File: src/rtl/avrspi_master.sv
// avrspi_master: SPI mode-0 master sending one address byte plus len data bytes, MSB first, full duplex
module avrspi_master #(
  parameter int DIV      = 2,
  parameter int CS_SETUP = 2,
  parameter int CS_HOLD  = 2
) (
  input  logic       fclk,
  input  logic       rst,
  input  logic       start,
  input  logic [7:0] addr,
  input  logic [7:0] len,
  input  logic [7:0] tx_data,
  output logic       tx_req,
  output logic [7:0] rx_data,
  output logic       rx_stb,
  output logic       busy,
  output logic       done,
  output logic       spics_n,
  output logic       spick,
  output logic       spido,
  input  logic       spidi
);
  typedef enum logic [2:0] {IDLE, SETUP, SHIFT, HOLD, FIN} state_t;
  localparam logic [15:0] DIV_M1   = 16'(DIV - 1);
  localparam logic [15:0] SETUP_M1 = 16'(CS_SETUP - 1);
  localparam logic [15:0] HOLD_M1  = 16'(CS_HOLD - 1);
  state_t      state_q, state_d;
  logic [15:0] cnt_q, cnt_d;
  logic [2:0]  bit_q, bit_d;
  logic        ph_q, ph_d;
  logic        first_q, first_d;
  logic [7:0]  rem_q, rem_d;
  logic [6:0]  sh_q, sh_d;
  logic [7:0]  rx_q, rx_d;
  logic [7:0]  rxd_q, rxd_d;
  logic        rx_stb_q, rx_stb_d;
  logic        tx_req_q, tx_req_d;
  logic        busy_q, busy_d;
  logic        done_q, done_d;
  logic        cs_q, cs_d;
  logic        sck_q, sck_d;
  logic        mosi_q, mosi_d;
  always_comb begin
    state_d  = state_q;
    cnt_d    = cnt_q;
    bit_d    = bit_q;
    ph_d     = ph_q;
    first_d  = first_q;
    rem_d    = rem_q;
    sh_d     = sh_q;
    rx_d     = rx_q;
    rxd_d    = rxd_q;
    rx_stb_d = 1'b0;
    done_d   = 1'b0;
    busy_d   = busy_q;
    cs_d     = cs_q;
    sck_d    = sck_q;
    mosi_d   = mosi_q;
    unique case (state_q)
      IDLE: if (start) begin
        state_d = SETUP;
        cnt_d   = '0;
        bit_d   = '0;
        ph_d    = 1'b0;
        first_d = 1'b1;
        rem_d   = len;
        sh_d    = addr[6:0];
        mosi_d  = addr[7];
        busy_d  = 1'b1;
        cs_d    = 1'b0;
      end
      SETUP: begin
        state_d = (cnt_q == SETUP_M1) ? SHIFT : SETUP;
        cnt_d   = (cnt_q == SETUP_M1) ? '0 : cnt_q + 16'd1;
      end
      SHIFT: if (cnt_q != DIV_M1) cnt_d = cnt_q + 16'd1;
      else begin
        cnt_d = '0;
        ph_d  = !ph_q;
        sck_d = !ph_q;
        if (!ph_q) rx_d = {rx_q[6:0], spidi};
        else if (bit_q != 3'd7) begin
          bit_d  = bit_q + 3'd1;
          sh_d   = {sh_q[5:0], 1'b0};
          mosi_d = sh_q[6];
        end else begin
          // byte boundary: the address byte's received bits are dropped
          bit_d    = '0;
          first_d  = 1'b0;
          rx_stb_d = !first_q;
          rxd_d    = first_q ? rxd_q : rx_q;
          if (rem_q != 8'd0) begin
            rem_d  = rem_q - 8'd1;
            sh_d   = tx_data[6:0];
            mosi_d = tx_data[7];
          end else state_d = HOLD;
        end
      end
      HOLD: if (cnt_q != HOLD_M1) cnt_d = cnt_q + 16'd1;
      else begin
        state_d = FIN;
        cs_d    = 1'b1;
        busy_d  = 1'b0;
        done_d  = 1'b1;
        mosi_d  = 1'b0;
      end
      FIN: state_d = IDLE;
      default: state_d = IDLE;
    endcase
    // strobe lands on the final high cycle of bit 7, so tx_data is sampled before the boundary load
    tx_req_d = (state_d == SHIFT) && ph_d && (bit_d == 3'd7) && (cnt_d == DIV_M1) && (rem_q != 8'd0);
  end
  always_ff @(posedge fclk) begin
    if (rst) begin
      state_q  <= IDLE;
      cnt_q    <= '0;
      bit_q    <= '0;
      ph_q     <= 1'b0;
      first_q  <= 1'b0;
      rem_q    <= '0;
      sh_q     <= '0;
      rx_q     <= '0;
      rxd_q    <= '0;
      rx_stb_q <= 1'b0;
      tx_req_q <= 1'b0;
      busy_q   <= 1'b0;
      done_q   <= 1'b0;
      cs_q     <= 1'b1;
      sck_q    <= 1'b0;
      mosi_q   <= 1'b0;
    end else begin
      state_q  <= state_d;
      cnt_q    <= cnt_d;
      bit_q    <= bit_d;
      ph_q     <= ph_d;
      first_q  <= first_d;
      rem_q    <= rem_d;
      sh_q     <= sh_d;
      rx_q     <= rx_d;
      rxd_q    <= rxd_d;
      rx_stb_q <= rx_stb_d;
      tx_req_q <= tx_req_d;
      busy_q   <= busy_d;
      done_q   <= done_d;
      cs_q     <= cs_d;
      sck_q    <= sck_d;
      mosi_q   <= mosi_d;
    end
  end
  assign tx_req  = tx_req_q;
  assign rx_data = rxd_q;
  assign rx_stb  = rx_stb_q;
  assign busy    = busy_q;
  assign done    = done_q;
  assign spics_n = cs_q;
  assign spick   = sck_q;
  assign spido   = mosi_q;
endmodule

File: config.mk
export PLATFORM = sky130hd
export DESIGN_NAME = avrspi_master
export DESIGN_NICKNAME = d
export VERILOG_FILES = /design/src/rtl/avrspi_master.sv
export SDC_FILE = /design/constraint.sdc
export NUM_CORES = 1
export LEC_CHECK = 0
export CAP_MARGIN = 20
export CORE_MARGIN = 5
export CORE_UTILIZATION = 37
export CTS_BUF_LIST = sky130_fd_sc_hd__clkbuf_4 sky130_fd_sc_hd__clkbuf_8
export CTS_CLUSTER_DIAMETER = 150
export DETAILED_ROUTE_END_ITERATION = 7
export SLEW_MARGIN = 20
export SYNTH_ARGS = -nofsm -noshare
export SYNTH_HDL_FRONTEND = slang
export SYNTH_SLANG_ARGS = --single-unit
File: constraint.sdc
create_clock -name fclk -period 2.5 [get_ports fclk]
set_clock_uncertainty 0.05 [all_clocks]
set_input_delay 0.625 -clock fclk [delete_from_list [all_inputs] [get_ports fclk]]
set_output_delay 0.625 -clock fclk [all_outputs]
set_load 0.03 [all_outputs]
==> results.py <==
metrics = {
    "setup_path": {
        "cp_max_fo": 8,
        "r2r_end": "rem_q[0]",
        "crit_start": "cnt_q[6]",
        "path_class": "flip-flop to flip-flop",
        "r2r_cells": 7,
        "regToRegSetupSlack_ns": 0.15,
        "cp.required_ns": 2.71,
        "crit_arrival_ns": 2.56,
        "crit_path_end": "rem_q[0]",
        "worstSetupStartpointType": "flip-flop",
        "rr_startpoint": "cnt_q[6]",
        "endpoint_kind": "flip-flop",
    },
    "global_route": {
        "antenna_found_initial": 0,
        "grt_usage": 0.178,
        "grt_max_degree": 61,
        "met1_usage": 0.221,
        "top_usage_layer": "met2",
        "use_met2": 0.287,
        "grt_pass1_wl_um": 16300,
        "met3_usage": 0.0379,
        "grt_pass1_vias": 3397,
        "overflow": 0,
    },
    "timing": {
        "tns_ns": 0,
        "worst_pin_slew_ns": 0.662,
        "rsz0062_at_grt": "no",
        "slew_viol_final": 0,
        "fin_crit_sh": 0.940,
        "whs_ns": 0.386,
        "hold_violations": 0,
        "clock.fmax_ghz": 0.425,
        "setup_viol": 0,
        "slew_headroom": 0.559,
        "min_period_ns": 2.35,
    },
    "detailed_routing": {
        "viasPerCell": 5.62,
        "wl_um": 9820,
        "drc": 0,
        "drt_first_pass_iters": 4,
        "ant_nets": 0,
        "vias": 3524,
        "dr.first_iter.drc_count": 92,
        "routedWlPerCell_um": 15.7,
    },
    "finish": {
        "fin_nets": 547,
        "final_layout_size_suffix_gt1_frac": 0.184,
        "fin_area_um2": 4540,
        "fillCellCount": 888,
        "syn2layout_area_growth_pct": 30.8,
        "n_antenna_cell": 0,
    },
    "power": {
        "p_leak_nw": 1.68,
        "max-vdd-ir-drop_uv": 250,
        "cellPowerDensity_nw_per_um2": 522,
    },
    "die": {
        "start_util": 0.377,
        "die_area_um2": 11400,
        "die_h_um": 107,
        "rows": 35,
        "die_w_um": 107,
        "core_area_um2": 9200,
        "ios": 43,
    },
    "synthesis": {
        "synth.avg_cell_area_um2": 7.88,
        "netlist-cell-type-count": 61,
        "ys_seq_area_frac": 0.358,
        "postSynth.asyncResetShare": 0,
        "synth-edff-count": 0,
        "yosys_register_bits": 62,
        "yosys.area.top_type": "dfxtp_1",
        "synth_area_um2": 3470,
        "synth_top_area_share": 0.358,
        "yosysWarningCount": 0,
        "synth_cells": 440,
        "ys_top_cells_by_area": "dfxtp_1 36%, a21oi_1 6.6%, nand2_1 5.3%, mux2i_1 4.3%, nor2_1 4.3%",
        "synth_flop_cell": "dfxtp_1",
        "synthesis.nets": 476,
    },
    "clock_network": {
        "htree_num_levels": 3,
        "cts_hold_buf": 0,
        "cts_tree": "built",
        "cts_buffer_depth": 2,
        "clock-sinks": 62,
        "clock_latency_ns": 0.35,
        "cts_buffers": 9,
        "cts_root_buffer": "clkbuf_8",
        "clkSlewWorstSetupHoldPaths_ns": 0.07,
    },
    "worst_hold_path": {
        "min_path_type": "flip-flop to flip-flop",
    },
    "placed_design": {
        "gp_congestion": 0.875,
        "place_area_um2": 4270,
        "dp_hpwl_um": 7240,
        "io_buffers": 42,
    },
    "outcome": {
        "status": "finished clean",
    },
    "job": {
        "cap_violations": 0,
    },
}
==> state kept, by name, summed over array words and instances, names as in the netlist, 3 cells and up <==
register	count
sh_q	7
rx_q	8
cnt_q	16
bit_q	3
state_q	3
rem_q	8
rx_data	8
==> synthesized netlist by cell type, drive strengths merged (8+ instances only) <==
master / instances
buf: 12
nor3: 17
o21ai: 26
o211ai: 8
nand3: 14
mux2i: 15
inv: 13
nand2: 49
nand4: 10
nor4: 11
a21oi: 46
dfxtp: 62
clkbuf: 23
a211oi: 10
ha: 8
nor2: 40
==> per-stage QoR <==
| stage | util | worst slack [ns] | std cells | power [mW] |
|---|---|---|---|---|
| floorplan | - | 0.0435 | 440 | 1.30 |
| global placement | 0.465 | -0.102 | 610 | 1.48 |
| detailed placement | 0.465 | -0.129 | 610 | 1.48 |
| CTS | 0.486 | 0.0133 | 626 | 2.38 |
| global route | 0.493 | 0.00677 | 627 | 2.50 |
| finish | 0.493 | 0.150 | 627 | 2.37 |
==> worst max-delay path, cell delays in order, from the launching register on <==
cell	delay, ns
dfxtp_1	0.33
buf_4	0.17
nor4b_1	0.44
and4_1	0.42
a31o_2	0.22
and2_1	0.24
o21ai_1	0.10
a221oi_1	0.29
==> area by class of cell <==
class / instances / area, µm² / share of cell area
Sequential cell: 62 / 1240 / 0.274
Multi-Input combinational cell: 330 / 2090 / 0.461
Clock inverter: 6 / 61.3 / 0.0135
Tap cell: 111 / 139 / 0.0306
Clock buffer: 10 / 131 / 0.0290
Timing Repair Buffer: 95 / 817 / 0.180
Inverter: 13 / 51.3 / 0.0113
==> worst min-delay path by stage <==
stage | slack, ns | cells after the start | to | startpoint
global placement | 0.37 | 1 | rx_stb | first_q
finish | 0.39 | 1 | rx_stb | first_q
detailed placement | 0.38 | 1 | rx_stb | first_q
floorplan | 0.36 | 1 | rx_stb | first_q
global route | 0.40 | 2 | cnt_q[0] | rst
CTS | 0.39 | 1 | rx_stb | first_q
==> routing by layer <==
layer  up-vias  part of all wire
li1       1752                 -
met2       104              0.47
met4         0             0.036
met1      1642              0.44
met5         -                 0
met3        26             0.053
==> kinds of logic (layout without fill, tap and decap cells) <==
logic type | count (synthesis) | after routing | share of synthesized area
DFF | 62 | 62 | 0.358
buffers and inverters | 48 | 124 | 0.0581
muxes | 17 | 17 | 0.0498
AOI/OAI and AO/OA | 128 | 128 | 0.228
and+or+nand+nor | 177 | 177 | 0.277
adders and majority gates | 8 | 8 | 0.0289
==> cells in the final DEF, fill, tap and decap left out, types with 3 or more instances in the layout <==
cell type        count
buf_4               52
nand3_1             13
nor4_4               3
a31oi_1              4
mux2i_1             15
a311oi_1             3
clkbuf_8             9
or3_1                3
nor4_1               6
a21oi_1             45
dfxtp_1             60
nor2b_1              4
ha_1                 7
nor3b_1              5
and2_1               5
o21a_1               6
clkdlybuf4s50_1     41
a211oi_1            10
inv_1               11
nor2_1              40
o22ai_1              4
nand2_1             49
nor3_1              15
o21ai_0             25
nand4_1              9
and4_1               3
or4_1                3
o211ai_1             8
clkinv_2             3
==> what timing repair did <==
| item | CTS | global route |
|---|---|---|
| resized for setup | 0 | 13 |
| hold endpoints to repair | 0 | 0 |
| setup endpoints to repair | 0 | 3 |
| buffers inserted | 0 | 1 |
==> power breakdown <==
group          total (mW)  internal [mW]  switching (mW)
Combinational       0.429          0.204           0.225
Sequential           1.05           1.02          0.0277
Clock               0.889          0.469           0.419
Total                2.37           1.69           0.672
Note: power is estimated with default switching activity, not from simulation.
